[src/rtl/branch_resolve_unit.sv]
// -----------------------------------------------------------------------------
// branch_resolve_unit
//
// Purpose:
//   Execute-stage branch resolution.  It evaluates conditional branches, JAL
//   and JALR on raw register operands. It produces the resolved direction,
//   the next PC and the link value, and compares them with the front-end
//   prediction to raise a redirect (mispredict) towards fetch.
//   The unit has two registered stages with valid/ready handshakes on both
//   sides:
//     E1 : condition evaluation, target adder, link adder
//     E2 : resolution against the prediction (registered outputs)
//   An output transfer that mispredicts discards the younger entry held in E1,
//   together with any entry accepted in the same cycle, because those entries
//   are on the wrong path.  i_flush empties both stages at the next edge.
//
// Parameters:
//   XLEN   datapath width (32 or 64)
//   TAG_W  width of the opaque instruction tag carried alongside the entry
//
// Ports:
//   i_clk, i_rst           clock, synchronous active-high reset
//   i_flush                kill every in-flight entry
//   i_valid / o_ready      input handshake
//   i_kind                 00 cond branch, 01 JAL, 10 JALR, 11 non-control
//   i_func3                branch condition (RV encoding)
//   i_r1, i_r2             register operands
//   i_pc, i_imm            instruction PC, sign-extended immediate
//   i_pred_taken/_target   front-end prediction
//   i_tag                  instruction tag
//   o_valid / i_ready      output handshake
//   o_taken, o_target      resolved direction and next PC
//   o_link                 pc+4 (JAL/JALR writeback value)
//   o_mispredict           redirect required
//   o_misaligned           taken target not 4-byte aligned
//   o_tag                  tag of the presented result
//   o_br_count, o_mp_count statistics counters
//
// Optional feature:
//   BRANCH_RESOLVE_STATS_EN  when defined, o_br_count counts output transfers
//   of control-flow entries and o_mp_count counts mispredicting transfers.
//   When it is not defined, both outputs are tied to zero.
// -----------------------------------------------------------------------------
module branch_resolve_unit #(
  parameter int XLEN  = 32,
  parameter int TAG_W = 6
) (
  input  logic             i_clk,
  input  logic             i_rst,
  input  logic             i_flush,
  input  logic             i_valid,
  output logic             o_ready,
  input  logic [1:0]       i_kind,
  input  logic [2:0]       i_func3,
  input  logic [XLEN-1:0]  i_r1,
  input  logic [XLEN-1:0]  i_r2,
  input  logic [XLEN-1:0]  i_pc,
  input  logic [XLEN-1:0]  i_imm,
  input  logic             i_pred_taken,
  input  logic [XLEN-1:0]  i_pred_target,
  input  logic [TAG_W-1:0] i_tag,
  output logic             o_valid,
  input  logic             i_ready,
  output logic             o_taken,
  output logic [XLEN-1:0]  o_target,
  output logic [XLEN-1:0]  o_link,
  output logic             o_mispredict,
  output logic             o_misaligned,
  output logic [TAG_W-1:0] o_tag,
  output logic [31:0]      o_br_count,
  output logic [31:0]      o_mp_count
);

  localparam logic [1:0]      KIND_BRANCH = 2'b00;
  localparam logic [1:0]      KIND_JAL    = 2'b01;
  localparam logic [1:0]      KIND_JALR   = 2'b10;
  localparam logic [1:0]      KIND_NONE   = 2'b11;
  localparam logic [XLEN-1:0] PC_STEP     = XLEN'(4);

  // ---------------------------------------------------------------------------
  // Stage E1 state
  // ---------------------------------------------------------------------------
  logic             e1_valid_q,       e1_valid_d;
  logic [1:0]       e1_kind_q,        e1_kind_d;
  logic             e1_taken_q,       e1_taken_d;
  logic [XLEN-1:0]  e1_dest_q,        e1_dest_d;
  logic [XLEN-1:0]  e1_link_q,        e1_link_d;
  logic             e1_pred_taken_q,  e1_pred_taken_d;
  logic [XLEN-1:0]  e1_pred_target_q, e1_pred_target_d;
  logic [TAG_W-1:0] e1_tag_q,         e1_tag_d;

  // ---------------------------------------------------------------------------
  // Stage E2 state (drives the outputs directly)
  // ---------------------------------------------------------------------------
  logic             e2_valid_q,  e2_valid_d;
  logic             e2_taken_q,  e2_taken_d;
  logic [XLEN-1:0]  e2_target_q, e2_target_d;
  logic [XLEN-1:0]  e2_link_q,   e2_link_d;
  logic             e2_mp_q,     e2_mp_d;
  logic             e2_mis_q,    e2_mis_d;
  logic [TAG_W-1:0] e2_tag_q,    e2_tag_d;

  // ---------------------------------------------------------------------------
  // E1 datapath: condition, target adder, link adder
  // ---------------------------------------------------------------------------
  logic            cond_taken;
  logic            in_taken;
  logic [XLEN-1:0] add_base;
  logic [XLEN-1:0] add_sum;
  logic [XLEN-1:0] in_dest;
  logic [XLEN-1:0] in_link;

  always_comb begin
    cond_taken = 1'b0;
    case (i_func3)
      3'b000:  cond_taken = (i_r1 == i_r2);
      3'b001:  cond_taken = (i_r1 != i_r2);
      3'b100:  cond_taken = ($signed(i_r1) <  $signed(i_r2));
      3'b101:  cond_taken = ($signed(i_r1) >= $signed(i_r2));
      3'b110:  cond_taken = (i_r1 <  i_r2);
      3'b111:  cond_taken = (i_r1 >= i_r2);
      default: cond_taken = 1'b0;  // 010/011 are not branch conditions
    endcase
  end

  always_comb begin
    in_taken = 1'b0;
    case (i_kind)
      KIND_BRANCH:        in_taken = cond_taken;
      KIND_JAL, KIND_JALR: in_taken = 1'b1;
      default:            in_taken = 1'b0;
    endcase
  end

  // One shared adder: JALR adds to r1, everything else adds to the PC.
  always_comb begin
    add_base = (i_kind == KIND_JALR) ? i_r1 : i_pc;
    add_sum  = add_base + i_imm;
    // JALR clears bit 0 of the computed target.
    in_dest  = (i_kind == KIND_JALR) ? {add_sum[XLEN-1:1], 1'b0} : add_sum;
    in_link  = i_pc + PC_STEP;
  end

  // ---------------------------------------------------------------------------
  // E2 datapath: resolution against the prediction
  // ---------------------------------------------------------------------------
  logic            res_mp;
  logic            res_mis;
  logic [XLEN-1:0] res_target;

  always_comb begin
    res_target = e1_taken_q ? e1_dest_q : e1_link_q;
    // A not-taken entry mispredicts exactly when it was predicted taken; a
    // taken entry also mispredicts on a wrong target.  Non-control entries
    // never redirect.
    res_mp     = (e1_kind_q != KIND_NONE) &&
                 ((e1_taken_q != e1_pred_taken_q) ||
                  (e1_taken_q && (e1_dest_q != e1_pred_target_q)));
    res_mis    = e1_taken_q && (res_target[1:0] != 2'b00);
  end

  // ---------------------------------------------------------------------------
  // Handshake and squash control
  // ---------------------------------------------------------------------------
  logic e1_adv;
  logic out_xfer;
  logic in_xfer;
  logic squash;
  logic e1_load;
  logic e2_load;

  always_comb begin
    e1_adv   = !e2_valid_q || i_ready;
    out_xfer = e2_valid_q && i_ready;
    // A mispredicting result leaving the unit makes everything younger stale.
    squash   = out_xfer && e2_mp_q;
    in_xfer  = i_valid && o_ready;
    e1_load  = in_xfer && !squash && !i_flush;
    e2_load  = e1_adv && e1_valid_q && !squash && !i_flush;
  end

  // o_ready intentionally ignores i_flush; flushed input is simply dropped.
  assign o_ready = !e1_valid_q || e1_adv;

  // ---------------------------------------------------------------------------
  // Next-state logic
  // ---------------------------------------------------------------------------
  always_comb begin
    e1_valid_d       = e1_valid_q;
    e1_kind_d        = e1_kind_q;
    e1_taken_d       = e1_taken_q;
    e1_dest_d        = e1_dest_q;
    e1_link_d        = e1_link_q;
    e1_pred_taken_d  = e1_pred_taken_q;
    e1_pred_target_d = e1_pred_target_q;
    e1_tag_d         = e1_tag_q;

    e2_valid_d       = e2_valid_q;
    e2_taken_d       = e2_taken_q;
    e2_target_d      = e2_target_q;
    e2_link_d        = e2_link_q;
    e2_mp_d          = e2_mp_q;
    e2_mis_d         = e2_mis_q;
    e2_tag_d         = e2_tag_q;

    // Whenever E1 can move, it either refills from the input or empties.
    if (i_flush) begin
      e1_valid_d = 1'b0;
    end else if (o_ready) begin
      e1_valid_d = e1_load;
    end

    if (i_flush) begin
      e2_valid_d = 1'b0;
    end else if (e1_adv) begin
      e2_valid_d = e2_load;
    end

    // Data registers only load with a live entry, so a stalled result holds.
    if (e1_load) begin
      e1_kind_d        = i_kind;
      e1_taken_d       = in_taken;
      e1_dest_d        = in_dest;
      e1_link_d        = in_link;
      e1_pred_taken_d  = i_pred_taken;
      e1_pred_target_d = i_pred_target;
      e1_tag_d         = i_tag;
    end

    if (e2_load) begin
      e2_taken_d  = e1_taken_q;
      e2_target_d = res_target;
      e2_link_d   = e1_link_q;
      e2_mp_d     = res_mp;
      e2_mis_d    = res_mis;
      e2_tag_d    = e1_tag_q;
    end
  end

  always_ff @(posedge i_clk) begin
    if (i_rst) begin
      e1_valid_q       <= 1'b0;
      e1_kind_q        <= '0;
      e1_taken_q       <= 1'b0;
      e1_dest_q        <= '0;
      e1_link_q        <= '0;
      e1_pred_taken_q  <= 1'b0;
      e1_pred_target_q <= '0;
      e1_tag_q         <= '0;
      e2_valid_q       <= 1'b0;
      e2_taken_q       <= 1'b0;
      e2_target_q      <= '0;
      e2_link_q        <= '0;
      e2_mp_q          <= 1'b0;
      e2_mis_q         <= 1'b0;
      e2_tag_q         <= '0;
    end else begin
      e1_valid_q       <= e1_valid_d;
      e1_kind_q        <= e1_kind_d;
      e1_taken_q       <= e1_taken_d;
      e1_dest_q        <= e1_dest_d;
      e1_link_q        <= e1_link_d;
      e1_pred_taken_q  <= e1_pred_taken_d;
      e1_pred_target_q <= e1_pred_target_d;
      e1_tag_q         <= e1_tag_d;
      e2_valid_q       <= e2_valid_d;
      e2_taken_q       <= e2_taken_d;
      e2_target_q      <= e2_target_d;
      e2_link_q        <= e2_link_d;
      e2_mp_q          <= e2_mp_d;
      e2_mis_q         <= e2_mis_d;
      e2_tag_q         <= e2_tag_d;
    end
  end

  assign o_valid      = e2_valid_q;
  assign o_taken      = e2_taken_q;
  assign o_target     = e2_target_q;
  assign o_link       = e2_link_q;
  assign o_mispredict = e2_mp_q;
  assign o_misaligned = e2_mis_q;
  assign o_tag        = e2_tag_q;

  // ---------------------------------------------------------------------------
  // Statistics
  // ---------------------------------------------------------------------------
`ifdef BRANCH_RESOLVE_STATS_EN
  logic [1:0]  e2_kind_q,  e2_kind_d;
  logic [31:0] br_count_q, br_count_d;
  logic [31:0] mp_count_q, mp_count_d;

  always_comb begin
    e2_kind_d  = e2_kind_q;
    br_count_d = br_count_q;
    mp_count_d = mp_count_q;
    if (e2_load) begin
      e2_kind_d = e1_kind_q;
    end
    // Counting happens on the transfer itself, so a flush in the same cycle
    // does not hide it.
    if (out_xfer && (e2_kind_q != KIND_NONE)) begin
      br_count_d = br_count_q + 32'd1;
    end
    if (out_xfer && e2_mp_q) begin
      mp_count_d = mp_count_q + 32'd1;
    end
  end

  always_ff @(posedge i_clk) begin
    if (i_rst) begin
      e2_kind_q  <= '0;
      br_count_q <= '0;
      mp_count_q <= '0;
    end else begin
      e2_kind_q  <= e2_kind_d;
      br_count_q <= br_count_d;
      mp_count_q <= mp_count_d;
    end
  end

  assign o_br_count = br_count_q;
  assign o_mp_count = mp_count_q;
`else
  assign o_br_count = 32'd0;
  assign o_mp_count = 32'd0;
`endif

endmodule

[config.mk]
export PLATFORM = sky130hd
export DESIGN_NAME = branch_resolve_unit
export DESIGN_NICKNAME = d
export VERILOG_FILES = /design/src/rtl/branch_resolve_unit.sv
export SDC_FILE = /design/constraint.sdc
export NUM_CORES = 1
export LEC_CHECK = 0
export BUFFER_PORTS_ARGS = -buffer_cell sky130_fd_sc_hd__buf_4
export CORE_AREA = 10 10 170 156
export CTS_CLUSTER_SIZE = 25
export DETAILED_ROUTE_END_ITERATION = 16
export DIE_AREA = 0 0 180 166
export MAX_ROUTING_LAYER = met4
export PLACE_DENSITY_LB_ADDON = 0.25
export SLEW_MARGIN = 20
export SYNTH_ARGS = -nofsm -noshare
export SYNTH_HDL_FRONTEND = slang
export SYNTH_SLANG_ARGS = --single-unit
[constraint.sdc]
create_clock -name i_clk -period 3.75 [get_ports i_clk]
set_clock_uncertainty 0.05 [all_clocks]
set_input_delay 0.5625 -clock i_clk [delete_from_list [all_inputs] [get_ports i_clk]]
set_output_delay 0.5625 -clock i_clk [all_outputs]
set_load 0.01 [all_outputs]
# After elaboration in Yosys (flattened, before gate mapping)
# Cells that the tools add are included.
# Widths: inputs -> output; s select.
classes:
  muxes: 5
  reduce_logical: 23
  n_addsub: 2
  n_lt_le_gt_ge: 4
  eq_ne: 12
op_table:
  columns: ["cell", "count"]
  rows:
  - ["$ge 32x32->1", 2]
  - ["$lt 32x32->1", 2]
  - ["$mux 32", 2]
  - ["$ne 32x32->1", 2]
  - ["$add 32x3->32 const B", 1]
  - ["$add 32x32->32", 1]
  - ["$eq 32x32->1", 1]
  - ["$eq 3x3->1 const B", 4]
  - ["$logic_and 1x1->1", 11]
  - ["$pmux 1 s6", 1]
  - ["$logic_not 1->1", 4]
  - ["$reduce_or 2->1", 2]
  - ["$eq 3x1->1 const B", 1]
  - ["$logic_not 3->1", 1]
  - ["$logic_or 1x1->1", 3]
  - ["$eq 2x1->1 const B", 1]
  - ["$eq 2x2->1 const B", 1]
  - ["$logic_not 2->1", 1]
  - ["$ne 2x2->1 const B", 1]
  - ["$pmux 1 s2", 1]
  - ["$reduce_bool 2->1", 1]
  - ["$mux 1", 1]
  - ["$ne 1x1->1", 1]
word_totals:
  regBits: 181
  in_bits: 177
  out_inout_bits: 139

# Longest topological paths before layout
logic_depth:
  depth_word: 6
  mapped_depth: 15

# Worst setup path before layout
# Ideal clock, no wire load.
synth_timing:
  path_kind: "input -> register"
  start: "in i_kind[0]"
  end: "reg e1_dest_q[30]"
  setup_time_ns: 0.096
  cell_stages: 13
  setup_slack_ns: 0.046
  required_time_ns: 3.604
  arrival_time_ns: 3.558
  path_cell_list: "inv_1 -> ha_1 -> clkbuf_1 -> clkbuf_1 -> mux2_2 -> ha_1 -> a21oi_1 -> o21ai_0 -> o41ai_1 -> nor3_1 -> o211ai_1 -> a21boi_1 -> o41ai_2"
synth_between:
  elab_chain_len: 3
synth_lines:
  columns: ["item", "line_no", "source"]
  rows:
  - ["start, declared", "53", "input logic [1:0] i_kind,"]
  - ["$eq 2x2->1", "137", "add_base = (i_kind == KIND_JALR) ? i_r1 : i_pc;"]
  - ["$mux 32", "137", null]
  - ["$add 32x32->32", "138", "add_sum = add_base + i_imm;"]
  - ["end signal, assigned", "261", "e1_dest_q <= e1_dest_d;"]
  - ["end, declared", "86", "logic [XLEN-1:0] e1_dest_q, e1_dest_d;"]
# No other way between the ends.
# A chain may end at the register's enable or synchronous reset.

# Final worst setup path
# Same ends and word-level chain as after synthesis.

==> metrics.md <==
| Metric | Value |
|---|---|
| Drt wl/cell | 18.5 um |
| Inst Count DP | 1,872 |
| Crit share post-route | 0.913 |
| Clock Path Buffers | 2 |
| CP Launch Type | primary input |
| #FFs+latches synth | 181 |
| Count of warnings emitted by yosys | 0 |
| Endpoints failing hold | 0 |
| Final core utilization | 0.589 |
| Via count | 10,100 |
| Final Instance Count excl. Fillers | 1,906 |
| Max incr delay on CP | 0.43 ns |
| Fmax | 0.292 GHz |
| Clk root buf | clkbuf_16 |
| Count leader, synth | nand2_1 |
| Vias in the first global route | 9,857 |
| Synth area leaders | dfxtp_1, nand2_1, ha_1 |
| CP Launch Point | i_kind[0] |
| Post-synth EDFFs | 0 |
| Slew margin rel. | 0.379 |
| Dpl cell area | 13,000 um2 |
| DR vias/cell | 5.28 |
| Die width | 180 um |
| Crit path arrival time | 3.72 ns |
| Nets | 1,834 |
| Share of cells above drive strength 1 | 0.237 |
| Max-Cap Viols | 0 |
| Post-CTS resize count | 0 |
| Post-DP HPWL | 28.8 mm |
| Largest net degree at the start of global routing | 59 |
| Die area | 29,900 um2 |
| Initial antenna violation count | 2 |
| Netlist cell types | 80 |
| Synth top cells by count | nand2_1, dfxtp_1, a21oi_1 |
| Total GRT Usage | 0.229 |
| CP Max Fanout | 18 |
| Cell area after synthesis | 10,900 um2 |
| GRT overflow | 0 |
| Pwr dens | 373 nW/um2 |
| FP Rows | 53 |
| Crit end category | flip-flop |
| Run status | completed |
| Post-Layout Inst Area | 13,600 um2 |
| Final Critical Period | 3.42 ns |
| Worst reg2reg startpoint | e1_valid_q |
| Final ANT Viol Nets | 0 |
| Synth-to-Final Area Change | 24.5% |
| Initial Utilization | 0.473 |
| Number of buffers created by CTS | 17 |
| WL final | 35.3 mm |
| Share of the synthesized area in the top cell type | 0.333 |
| Vert. Die Dim | 166 um |
| Post-synthesis sequential area ratio | 0.333 |
| Crit-path cells | buf_4, inv_1, ha_1, buf_12, mux2_2, fa_1, a211oi_1, o211ai_2, and4_4, nor3_2, nor3_1, o211ai_1, a21boi_1, o41ai_2 |
| FFs w/ async S/R, synth | 0 |
| Post-CTS Setup Inserts | 0 |
| Slowest-stage cell, CP | fa_1 |
| Worst hold start | i_flush |
| Ports | 316 |
| Synthesized area per cell | 8.07 um2 |
| RSZ-0062 raised after global routing | false |
| Clock latency on the worst-skew pair | 0.44 ns |
| First-pass GRT wire length | 53.8 mm |
| Crit path kind | primary input to flip-flop |
| Final slew viol count | 0 |
| H-tree Lvls | 4 |
| Setup Viol. Count Final | 0 |
| Core box area | 23,000 um2 |
| Post-Syn Instances | 1,349 |
| Drt drc | 0 |
| Sink Count | 181 |
| Hold Path Class | primary input to flip-flop |
| Worst vdd ir | 0.339 mV |
| Clk slew on worst S/H paths | 0.07 ns |
| Worst hold slack | 0.277 ns |
| IO Port Bufs | 251 |
| Lkg Pwr | 5.71 nW |
| CP required | 4.04 ns |
| CTS tree | done |
| Initial drt markers | 678 |
| Slew @ Worst Pin | 0.928 ns |
| Post-synth top flop | dfxtp_1 |
| Cell taking the most area after synthesis | dfxtp_1 |
| Drt first pass iters | 5 |
| Post-CTS Hold Buffers | 0 |
| Routability Congestion | 0.883 |
placed cells by master, fill, tap and decap left out, types with 17 or more instances in the layout:
cell type and count:
mux2_2 28, nor2_1 87, a211oi_1 62, nand4_1 20, buf_4 290, xnor2_1 46
dfxtp_1 180, nor3_1 18, inv_1 50, o21ai_0 20, ha_1 67, a21oi_1 151
mux2i_1 33, clkbuf_16 17, conb_1 64, nand3_1 32, nand2_1 242, xor2_1 27
area by class of cell:
cell class                 instances  area, um2
clock inverter                    15        164
inverter                          50        188
clock buffer                      17        425
tap                              302        378
antenna                            2       5.00
timing repair buffer             293       2240
multi-input combinational       1046       6530
sequential                       181       3620
fill                            2165       9460
worst max-delay path, delay by kind of cell:
| family | cells | cell delay [ns] |
|---|---|---|
| and+or+nand+nor | 3 | 0.57 |
| AOI/OAI and AO/OA | 5 | 1.12 |
| muxes | 1 | 0.37 |
| buffers and inverters | 3 | 0.39 |
| adders and majority gates | 2 | 0.70 |
power breakdown:
group / leakage, nW / internal (mW) / total (mW) / switching (mW)
clock: 0.285 / 0.947 / 1.79 / 0.839
combinational: 3.95 / 0.538 / 1.15 / 0.615
sequential: 1.48 / 2.01 / 2.12 / 0.107
state kept, by name, indices dropped and copies added, names as in the netlist:
signal,cells
e1_link_q,32
e1_valid_q,1
o_taken,1
e1_pred_target_q,32
o_link,32
e1_taken_q,1
o_misaligned,1
e1_pred_taken_q,1
o_target,32
e1_dest_q,32
o_valid,1
o_mispredict,1
e1_tag_q,6
e1_kind_q,2
o_tag,6
metal layers:
| metal | global-route usage | part of all wire |
|---|---|---|
| met4 | 0.0665 | 0.021 |
| met1 | 0.307 | 0.48 |
| met5 | - | 0 |
| met3 | 0.0416 | 0.059 |
| met2 | 0.345 | 0.44 |
stage by stage:
stage	setup TNS, ns	power (mW)	worst slack, ns
floorplan	0	2.88	0.0464
finish	0	5.06	0.327
global placement	-0.000993	3.29	-0.000993
global route	0	5.29	0.0821
detailed placement	-0.214	3.31	-0.122
CTS	0	5.08	0.322
cells by family (layout without fill, tap and decap cells):
kind of cell / count (synthesis) / after routing / synth area share
compound gates: 313 / 313 / 0.186
mux: 63 / 63 / 0.0617
flops: 181 / 181 / 0.333
simple gates: 465 / 465 / 0.192
buf+inv: 185 / 375 / 0.0895
xor+xnor: 73 / 73 / 0.0587
fa+ha+maj: 68 / 68 / 0.0788
other cells: 1 / 66 / 0.000344
worst paths after layout:
path                                      end  depth (start not counted)  slack (ns)
worst min register to register       o_tag[0]                          2        0.40
worst max register to register     e1_taken_q                          6        1.50
worst max-delay path            e1_dest_q[30]                         14        0.33
worst min-delay path                  o_valid                          2        0.28
Note: power is estimated with default switching activity, not from simulation.
